File: config.mk
export PLATFORM = sky130hd
export DESIGN_NAME = insn_encoder_flat
export DESIGN_NICKNAME = d
export VERILOG_FILES = /design/src/rtl/insn_encoder_if.sv /design/src/rtl/insn_encoder.sv /design/src/flat_wrapper.sv
export SDC_FILE = /design/constraint.sdc
export NUM_CORES = 1
export LEC_CHECK = 0
export ABC_AREA = 1
export BUFFER_PORTS_ARGS = -buffer_cell sky130_fd_sc_hd__buf_4
export CELL_PAD_IN_SITES_DETAIL_PLACEMENT = 1
export CELL_PAD_IN_SITES_GLOBAL_PLACEMENT = 1
export CORE_ASPECT_RATIO = 2
export CORE_UTILIZATION = 38
export DETAILED_ROUTE_END_ITERATION = 10
export PLACE_DENSITY = 0.87
export SLEW_MARGIN = 20
export SYNTH_ARGS = -nofsm -noshare
export SYNTH_HDL_FRONTEND = slang
export SYNTH_SLANG_ARGS = --single-unit
export TNS_END_PERCENT = 1
File: constraint.sdc
create_clock -name clock -period 4.8 [get_ports clock]
set_clock_uncertainty 0.05 [all_clocks]
set_input_delay 1.44 -clock clock [delete_from_list [all_inputs] [get_ports clock]]
set_output_delay 1.44 -clock clock [all_outputs]
set_load 0.005 [all_outputs]
File: src/rtl/insn_encoder_if.sv
// Bus between the program loader and the instruction encoder.
//   Field bundle (loader -> encoder): in_valid, in_kind, in_opcode, in_rd, in_rs, in_rt,
//                                     in_shamt, in_aluop, in_imm, in_target, in_last
//   Handshake back (encoder -> loader): in_ready
//   Instruction-memory write port (encoder -> memory): imem_we, imem_addr, imem_data
// master = loader/testbench side, slave = encoder side.
interface insn_encoder_if #(
  parameter int unsigned ADDR_W = 12
);
  logic              in_valid;
  logic              in_ready;
  logic [1:0]        in_kind;
  logic [4:0]        in_opcode;
  logic [4:0]        in_rd;
  logic [4:0]        in_rs;
  logic [4:0]        in_rt;
  logic [4:0]        in_shamt;
  logic [4:0]        in_aluop;
  logic [16:0]       in_imm;
  logic [26:0]       in_target;
  logic              in_last;
  logic              imem_we;
  logic [ADDR_W-1:0] imem_addr;
  logic [31:0]       imem_data;

  modport master (
    output in_valid, in_kind, in_opcode, in_rd, in_rs, in_rt, in_shamt, in_aluop,
           in_imm, in_target, in_last,
    input  in_ready, imem_we, imem_addr, imem_data
  );

  modport slave (
    input  in_valid, in_kind, in_opcode, in_rd, in_rs, in_rt, in_shamt, in_aluop,
           in_imm, in_target, in_last,
    output in_ready, imem_we, imem_addr, imem_data
  );
endinterface

File: src/rtl/insn_encoder.sv
// Instruction encoder: packs R/I/J1/J2 field bundles into 32-bit words (opcode in [31:27])
// and streams them into instruction memory, one word per cycle, 1-cycle latency.
// Ports:
//   clock, reset_n : rising-edge clock, asynchronous active-low reset
//   start          : 1-cycle pulse, begins a new load at address 0 (from any state)
//   bus            : field bundle handshake + imem write port (insn_encoder_if.slave)
//   done           : load finished (last word written, or memory full)
//   full           : a word has been written at the last address
//   err            : sticky opcode/kind mismatch, cleared by start
//   word_cnt       : words written since start
module insn_encoder #(
  parameter int unsigned ADDR_W = 12
) (
  input  logic              clock,
  input  logic              reset_n,
  input  logic              start,
  insn_encoder_if.slave     bus,
  output logic              done,
  output logic              full,
  output logic              err,
  output logic [ADDR_W:0]   word_cnt
);

  localparam logic [ADDR_W-1:0] LastAddr = '1;

  typedef enum logic [1:0] {StIdle, StLoad, StDone, StError} state_e;

  state_e            state_q, state_d;
  logic [ADDR_W-1:0] next_addr_q;  // address the next accepted word goes to
  logic [ADDR_W-1:0] addr_q;       // address of the word on the write port
  logic [ADDR_W:0]   cnt_q;
  logic [31:0]       data_q;
  logic              we_q;
  logic              full_q;
  // Final word accepted (in_last or last address); ready stays low until DONE.
  logic              fin_q;

  logic              ready;
  logic              hs;
  logic              legal;
  logic [31:0]       enc;

  // Encoding and legality; fields unused by a format are ignored.
  always_comb begin
    enc   = '0;
    legal = 1'b0;
    unique case (bus.in_kind)
      2'd0: begin
        enc   = {5'b0, bus.in_rd, bus.in_rs, bus.in_rt, bus.in_shamt, bus.in_aluop, 2'b0};
        legal = (bus.in_opcode == 5'b00000);
      end
      2'd1: begin
        enc   = {bus.in_opcode, bus.in_rd, bus.in_rs, bus.in_imm};
        legal = bus.in_opcode inside {5'b00010, 5'b00101, 5'b00110, 5'b00111, 5'b01000};
      end
      2'd2: begin
        enc   = {bus.in_opcode, bus.in_target};
        legal = bus.in_opcode inside {5'b00001, 5'b00011, 5'b10101, 5'b10110};
      end
      default: begin
        enc   = {bus.in_opcode, bus.in_rd, 22'b0};
        legal = (bus.in_opcode == 5'b00100);
      end
    endcase
  end

  assign hs = bus.in_valid && ready;

  // FSM state register.
  always_ff @(posedge clock or negedge reset_n) begin
    if (!reset_n) begin
      state_q <= StIdle;
    end else begin
      state_q <= state_d;
    end
  end

  // FSM next state. start overrides everything, including a same-edge handshake.
  always_comb begin
    state_d = state_q;
    if (start) begin
      state_d = StLoad;
    end else begin
      unique case (state_q)
        StLoad: begin
          if (hs && !legal) begin
            state_d = StError;
          end else if (fin_q) begin
            state_d = StDone;
          end
        end
        default: state_d = state_q;
      endcase
    end
  end

  // FSM outputs.
  always_comb begin
    ready         = (state_q == StLoad) && !fin_q;
    done          = (state_q == StDone);
    err           = (state_q == StError);
    full          = full_q;
    word_cnt      = cnt_q;
    bus.in_ready  = ready;
    bus.imem_we   = we_q;
    bus.imem_addr = addr_q;
    bus.imem_data = data_q;
  end

  // Write datapath: register the encoded word for one cycle; illegal bundles leave it alone.
  always_ff @(posedge clock or negedge reset_n) begin
    if (!reset_n) begin
      we_q        <= 1'b0;
      addr_q      <= '0;
      next_addr_q <= '0;
      cnt_q       <= '0;
      data_q      <= '0;
      full_q      <= 1'b0;
      fin_q       <= 1'b0;
    end else if (start) begin
      we_q        <= 1'b0;
      addr_q      <= '0;
      next_addr_q <= '0;
      cnt_q       <= '0;
      data_q      <= '0;
      full_q      <= 1'b0;
      fin_q       <= 1'b0;
    end else if (hs && legal) begin
      we_q   <= 1'b1;
      addr_q <= next_addr_q;
      data_q <= enc;
      cnt_q  <= cnt_q + 1'b1;
      full_q <= (next_addr_q == LastAddr);
      fin_q  <= bus.in_last || (next_addr_q == LastAddr);
      // Address saturates at the top; nothing is accepted after the last slot.
      if (next_addr_q != LastAddr) begin
        next_addr_q <= next_addr_q + 1'b1;
      end
    end else begin
      we_q <= 1'b0;
    end
  end

endmodule

File: src/flat_wrapper.sv
// flat-port wrapper written by rule: the top's interface ports become plain ports
module insn_encoder_flat 
#(
  parameter int unsigned ADDR_W = 12
)
  (clock, reset_n, start, done, full, err, word_cnt, bus_in_valid, bus_in_kind, bus_in_opcode, bus_in_rd, bus_in_rs, bus_in_rt, bus_in_shamt, bus_in_aluop, bus_in_imm, bus_in_target, bus_in_last, bus_in_ready, bus_imem_we, bus_imem_addr, bus_imem_data);
  insn_encoder_if #(.ADDR_W(ADDR_W)) bus_i ();
  input  logic clock;
  input  logic reset_n;
  input  logic start;
  output logic done;
  output logic full;
  output logic err;
  output logic [ADDR_W:0] word_cnt;
  input wire logic [$bits(bus_i.in_valid)-1:0] bus_in_valid;
  input wire logic [$bits(bus_i.in_kind)-1:0] bus_in_kind;
  input wire logic [$bits(bus_i.in_opcode)-1:0] bus_in_opcode;
  input wire logic [$bits(bus_i.in_rd)-1:0] bus_in_rd;
  input wire logic [$bits(bus_i.in_rs)-1:0] bus_in_rs;
  input wire logic [$bits(bus_i.in_rt)-1:0] bus_in_rt;
  input wire logic [$bits(bus_i.in_shamt)-1:0] bus_in_shamt;
  input wire logic [$bits(bus_i.in_aluop)-1:0] bus_in_aluop;
  input wire logic [$bits(bus_i.in_imm)-1:0] bus_in_imm;
  input wire logic [$bits(bus_i.in_target)-1:0] bus_in_target;
  input wire logic [$bits(bus_i.in_last)-1:0] bus_in_last;
  output wire logic [$bits(bus_i.in_ready)-1:0] bus_in_ready;
  output wire logic [$bits(bus_i.imem_we)-1:0] bus_imem_we;
  output wire logic [$bits(bus_i.imem_addr)-1:0] bus_imem_addr;
  output wire logic [$bits(bus_i.imem_data)-1:0] bus_imem_data;
  assign bus_i.in_valid = bus_in_valid;
  assign bus_i.in_kind = bus_in_kind;
  assign bus_i.in_opcode = bus_in_opcode;
  assign bus_i.in_rd = bus_in_rd;
  assign bus_i.in_rs = bus_in_rs;
  assign bus_i.in_rt = bus_in_rt;
  assign bus_i.in_shamt = bus_in_shamt;
  assign bus_i.in_aluop = bus_in_aluop;
  assign bus_i.in_imm = bus_in_imm;
  assign bus_i.in_target = bus_in_target;
  assign bus_i.in_last = bus_in_last;
  assign bus_in_ready = bus_i.in_ready;
  assign bus_imem_we = bus_i.imem_we;
  assign bus_imem_addr = bus_i.imem_addr;
  assign bus_imem_data = bus_i.imem_data;
  insn_encoder #(.ADDR_W(ADDR_W)) u_core (.clock(clock), .reset_n(reset_n), .start(start), .bus(bus_i), .done(done), .full(full), .err(err), .word_cnt(word_cnt));
endmodule
After elaboration in Yosys (flattened, before gate mapping)
Index checks and enable logic that the tools add are counted.
{"block": "classes", "add_sub_neg": 2, "n_mul": 0, "div": 0, "magnitude_cmp": 0, "n_eq_ne": 17, "shift": 0, "n_mux": 21, "n_bitwise": 0, "reduce_logical": 17}
{"op": "32-bit case mux with 3 select lines", "n": 1}
{"op": "32-bit two-way mux", "n": 2}
{"op": "12-bit two-way mux", "n": 5}
{"op": "13-bit two-way mux", "n": 2}
{"op": "5-bit by 3-bit == test with 1-bit output, second input constant", "n": 4}
{"op": "13-bit by 1-bit adder with 13-bit output, second input constant", "n": 1}
{"op": "12-bit by 1-bit adder with 12-bit output, second input constant", "n": 1}
{"op": "12-bit == test, second input constant", "n": 1}
{"op": "12-bit != test, second input constant", "n": 1}
{"op": "5-bit by 2-bit == test with 1-bit output, second input constant", "n": 2}
{"op": "5-bit == test, second input constant", "n": 2}
{"op": "2-bit two-way mux", "n": 4}
{"op": "2-bit == test, second input constant", "n": 3}
{"op": "1-bit two-way mux", "n": 6}
{"op": "2-bit nonzero test", "n": 3}
{"op": "5-bit by 1-bit == test with 1-bit output, second input constant", "n": 1}
{"op": "5-bit by 4-bit == test with 1-bit output, second input constant", "n": 1}
{"op": "5-bit logical NOT", "n": 1}
{"op": "5-bit nonzero test", "n": 1}
{"op": "2-bit by 1-bit == test with 1-bit output, second input constant", "n": 2}
{"op": "1-bit logical AND", "n": 4}
{"op": "2-bit AND reduction", "n": 2}
{"op": "4-bit nonzero test", "n": 1}
{"op": "1-bit case mux with 3 select lines", "n": 1}
{"op": "4 further kinds", "n": 5}
{"block": "word_totals", "ff_bits": 74, "latchBits": 0, "mem_bits_rw": 0, "romBits": 0, "output_inout_bits": 62, "n_memories": 0}

Longest topological paths before layout
{"block": "logic_depth", "ltp_word": 8, "ltp_mapped": 14}

Worst setup path before layout
No wires, ideal clock.
{"block": "synth_timing", "path_kind": "input-to-reg", "startpoint": "input bus_in_kind[1]", "endpoint": "register u_core.data_q[25], in the netlist u_core.bus.imem_data[25]", "setup_ps": 123, "t_arrival_ps": 2592, "required_time_ps": 4627, "path_slack_ps": 2035, "stages": 12, "n_path_buf": 2, "cell_sequence": "inv_2 -> nand2_1 -> nor3_1 -> nand2_1 -> nand3_2 -> nand3_4 -> nand2_1 -> inv_2 -> buf_4 -> buf_6 -> nand2_1 -> o21ai_1"}
{"block": "synth_between", "elab_chain_len": 4, "elab_cells_between_ends": 9}
{"item": "start, declared", "line": "flat_wrapper.sv:16", "text": "input wire logic [$bits(bus_i.in_kind)-1:0] bus_in_kind;"}
{"item": "2-bit == test, or another cell as far along", "line": "insn_encoder.sv:47", "text": "unique case (bus.in_kind)"}
{"item": "32-bit case mux with 3 select lines or 1-bit case mux with 3 select lines (tied branches)", "line": "insn_encoder.sv:47"}
{"item": "32-bit two-way mux or 1-bit logical AND (tied branches)", "line": "insn_encoder.sv:128", "text": "end else if (hs && legal) begin"}
{"item": "32-bit two-way mux or 2-bit nonzero test (tied branches)"}
{"item": "end signal, assigned", "line": "insn_encoder.sv:131", "text": "data_q <= enc;"}
{"item": "end, declared", "line": "insn_encoder.sv:32", "text": "logic [31:0] data_q;"}
Parallel ways exist; a longest one is shown, timed or not. The select of a mux whose other input is x is not followed.
A chain may end at the register's enable or synchronous reset.

Final worst setup path
{"block": "layout_timing", "startpoint": "input bus_in_kind[1]", "endpoint": "register u_core.data_q[5], in the netlist u_core.bus.imem_data[5]"}
The elaborated chain is that of the path after synthesis.

==> results.md <==
- Slew margin rel.: 34.4%
- Hold Path Depth: 2
- Most used DFF post-synth: dfrtp_1
- Final hold viol count: 0
- Vias per cell: 5.15
- Layout cell share with drive strength beyond 1: 26.9%
- Crit path capture type: register
- Initial drt markers: 120
- DRC: 0
- Hold Crit Class: reg2reg
- Avg Cell Area, Syn: 7.73 um^2
- Setup Buffers After CTS: 0
- Worst Path Required: 4960 ps
- Core area: 10000 um^2
- Warnings from Yosys: 0
- Fin Setup TNS: 0 ps
- Ant. Diodes: 0
- Setup slack after layout: 1390 ps
- Cells after Synth: 505
- Layout Area Growth over Synthesis: 37.4%
- First-pass DRT Iterations: 4
- Pin count of the biggest net entering global routing: 75
- Max Freq: 0.294 GHz
- Die area: 10700 um^2
- Post-synth EDFFs: 0
- Area share of the leading cell type in the synthesized netlist: 47.4%
- Routed wl met3: 711 um
- DR vias: 4030
- Synth unique cells: 31
- Reg2Reg Depth: 8
- Total track usage: 26.4%
- Max-cap viol count: 0
- Gpl congestion: 0.901
- Clk_lat worst skew: 340 ps
- Largest cells by area after synthesis: dfrtp_1 47%, nand2_1 21%, nand3_1 3.7%
- ANT nets after route: 0
- Status: finished, final reports clean
- Largest area contributor in the netlist: dfrtp_1
- CTS clk-pin slew, worst paths: 60 ps
- Bufs on Longest Clock Path: 2
- Worst slack at placement: 1060 ps
- First-pass GRT wire length: 21.3 mm
- Synth Net Count: 588
- Time the worst path needs with I/O delays and setup: 3410 ps
- Routed WL: 13.3 mm
- Peak VDD IR: 0.000242 V
- Most frequent cells in the layout: 221 x nand2_1, 145 x buf_4, 74 x dfrtp_1
- Vias in the first global route: 4478
- Flops & latches, synth: 74
- PD cells: 293 nW/um^2
- CTS tree: built
- Leading cell type in the layout, fill and taps excluded: nand2_1
- DP Wirelength: 9.77 mm
- Critical Path Source Type: input port
- Initial antenna violation count: 0
- Hold buffer count at CTS: 0
- Sequential area share after synthesis: 47.4%
- Mapped cell area: 3900 um^2
- RSZ-0062 raised after global routing: false
- Die span in x: 73.7 um
- CTS sink count: 74
- Tcrit/Tclk final: 71.0%
- Crit Path Category: in2reg
- TritonCTS Buffers: 9
- Post-DR wirelength/cell: 17.0 um
- Initial Util: 39.0%
- Async set-reset flop share out of synthesis: 100%
- Grt ovf: 0
- Final setup fails: 0
- Final net count: 725
- IO Pins: 143
- Root Buffer: clkbuf_16
- Htree depth: 3
- Slew Viols, Final: 0
- Rows: 52
- Top routing layer in use: met4
- Wire length on met1: 4.37 mm
- Port Buf Inserts: 142
- Post_cts resized: 0
- Crit path max fanout: 56
- Worst EP arrival: 3570 ps
- Die height: 145 um
- Static Leak: 2.83 nW
- Met2 Wirelength: 7.89 mm
- Slew @ Worst Pin: 984 ps
## final timing paths
check	startpoint	endpoint	slack [ps]
hold / removal	u_core.bus.imem_data[18]$_DFFE_PN0P_	u_core.bus.imem_data[18]$_DFFE_PN0P_	420
setup reg to reg	u_core.state_q[0]$_DFFE_PN0P_	u_core.bus.imem_data[5]$_DFFE_PN0P_	2380
setup / recovery	bus_in_kind[1]	u_core.bus.imem_data[5]$_DFFE_PN0P_	1390
max in group asynchronous	reset_n	u_core.bus.imem_data[29]$_DFFE_PN0P_	2850
hold reg to reg	u_core.bus.imem_data[18]$_DFFE_PN0P_	u_core.bus.imem_data[18]$_DFFE_PN0P_	420
min in group asynchronous	reset_n	u_core.word_cnt[12]$_DFFE_PN0P_	1190
## routing by layer
| layer | vias to the layer above | track usage, % |
|---|---|---|
| met1 | 1999 | 23.7 |
| li1 | 1879 | - |
| met3 | 26 | 5.33 |
| met4 | 0 | 11.3 |
| met5 | - | 0 |
| met2 | 126 | 52.8 |
## critical path: stages
cell and delay, ps:
buf_4 130, inv_2 140, nand2_1 140, nor3_1 240, nand2_1 100, nand3_2 110, nand3_4 110, nand2_1 340
inv_2 490, nand2_1 200, o21ai_1 90
## state kept, by name (all words and copies together), names as in the netlist
register and cells:
u_core.bus.imem_addr 12, u_core.bus.imem_data 32, u_core.bus.imem_we 1, u_core.fin_q 1, u_core.full 1, u_core.next_addr_q 12, u_core.state_q 2, u_core.word_cnt 13
## synth_stat cells, types with 4 or more instances
| cell type | n |
|---|---|
| a21oi_1 | 4 |
| a22o_1 | 9 |
| buf_2 | 8 |
| buf_6 | 4 |
| clkbuf_1 | 6 |
| dfrtp_1 | 74 |
| inv_1 | 29 |
| mux2i_1 | 5 |
| nand2_1 | 221 |
| nand3_1 | 29 |
| nand3b_1 | 10 |
| nand4_1 | 6 |
| nor2_1 | 29 |
| nor3_1 | 10 |
| o21ai_0 | 13 |
| o21ai_1 | 11 |
| xor2_1 | 16 |
## stage by stage
| stage | power (mW) | cells | area [um^2] | hold WS [ps] | utilization [%] |
|---|---|---|---|---|---|
| global route | 1.63 | 782 | 5370 | 459 | 53.5 |
| detailed placement | 0.863 | 766 | 5050 | 409 | 50.4 |
| floorplan | 0.749 | 505 | 3900 | 415 | - |
| finish | 1.57 | 782 | 5370 | 420 | 53.5 |
| global placement | 0.853 | 766 | 5050 | 405 | 50.4 |
| CTS | 1.59 | 782 | 5370 | 425 | 53.5 |
## area by class of cell
cell class                      instances  area, um^2
Clock buffer                            9         225
Clock inverter                          7        93.8
Fill cell                            1331        4650
Inverter                               33         124
Multi-Input combinational cell        379        1810
Sequential cell                        74        1850
Tap cell                              135         169
Timing Repair Buffer                  145        1090
## report_power, final
part / internal [mW] / switching [mW] / leakage, nW
registers: 0.639 / 0.0123 / 1.02
logic: 0.0891 / 0.112 / 1.66
clock network: 0.454 / 0.265 / 0.151
total: 1.18 / 0.390 / 2.83
## cells by family after synthesis
logic type / count (synthesis) / synth area share, %
flops: 74 / 47.4
simple gates: 313 / 34.0
compound gates: 42 / 6.73
mux: 5 / 1.28
buf+inv: 52 / 6.12
xor+xnor: 17 / 3.81
fa+ha+maj: 2 / 0.641
Note: power is estimated with default switching activity, not from simulation.
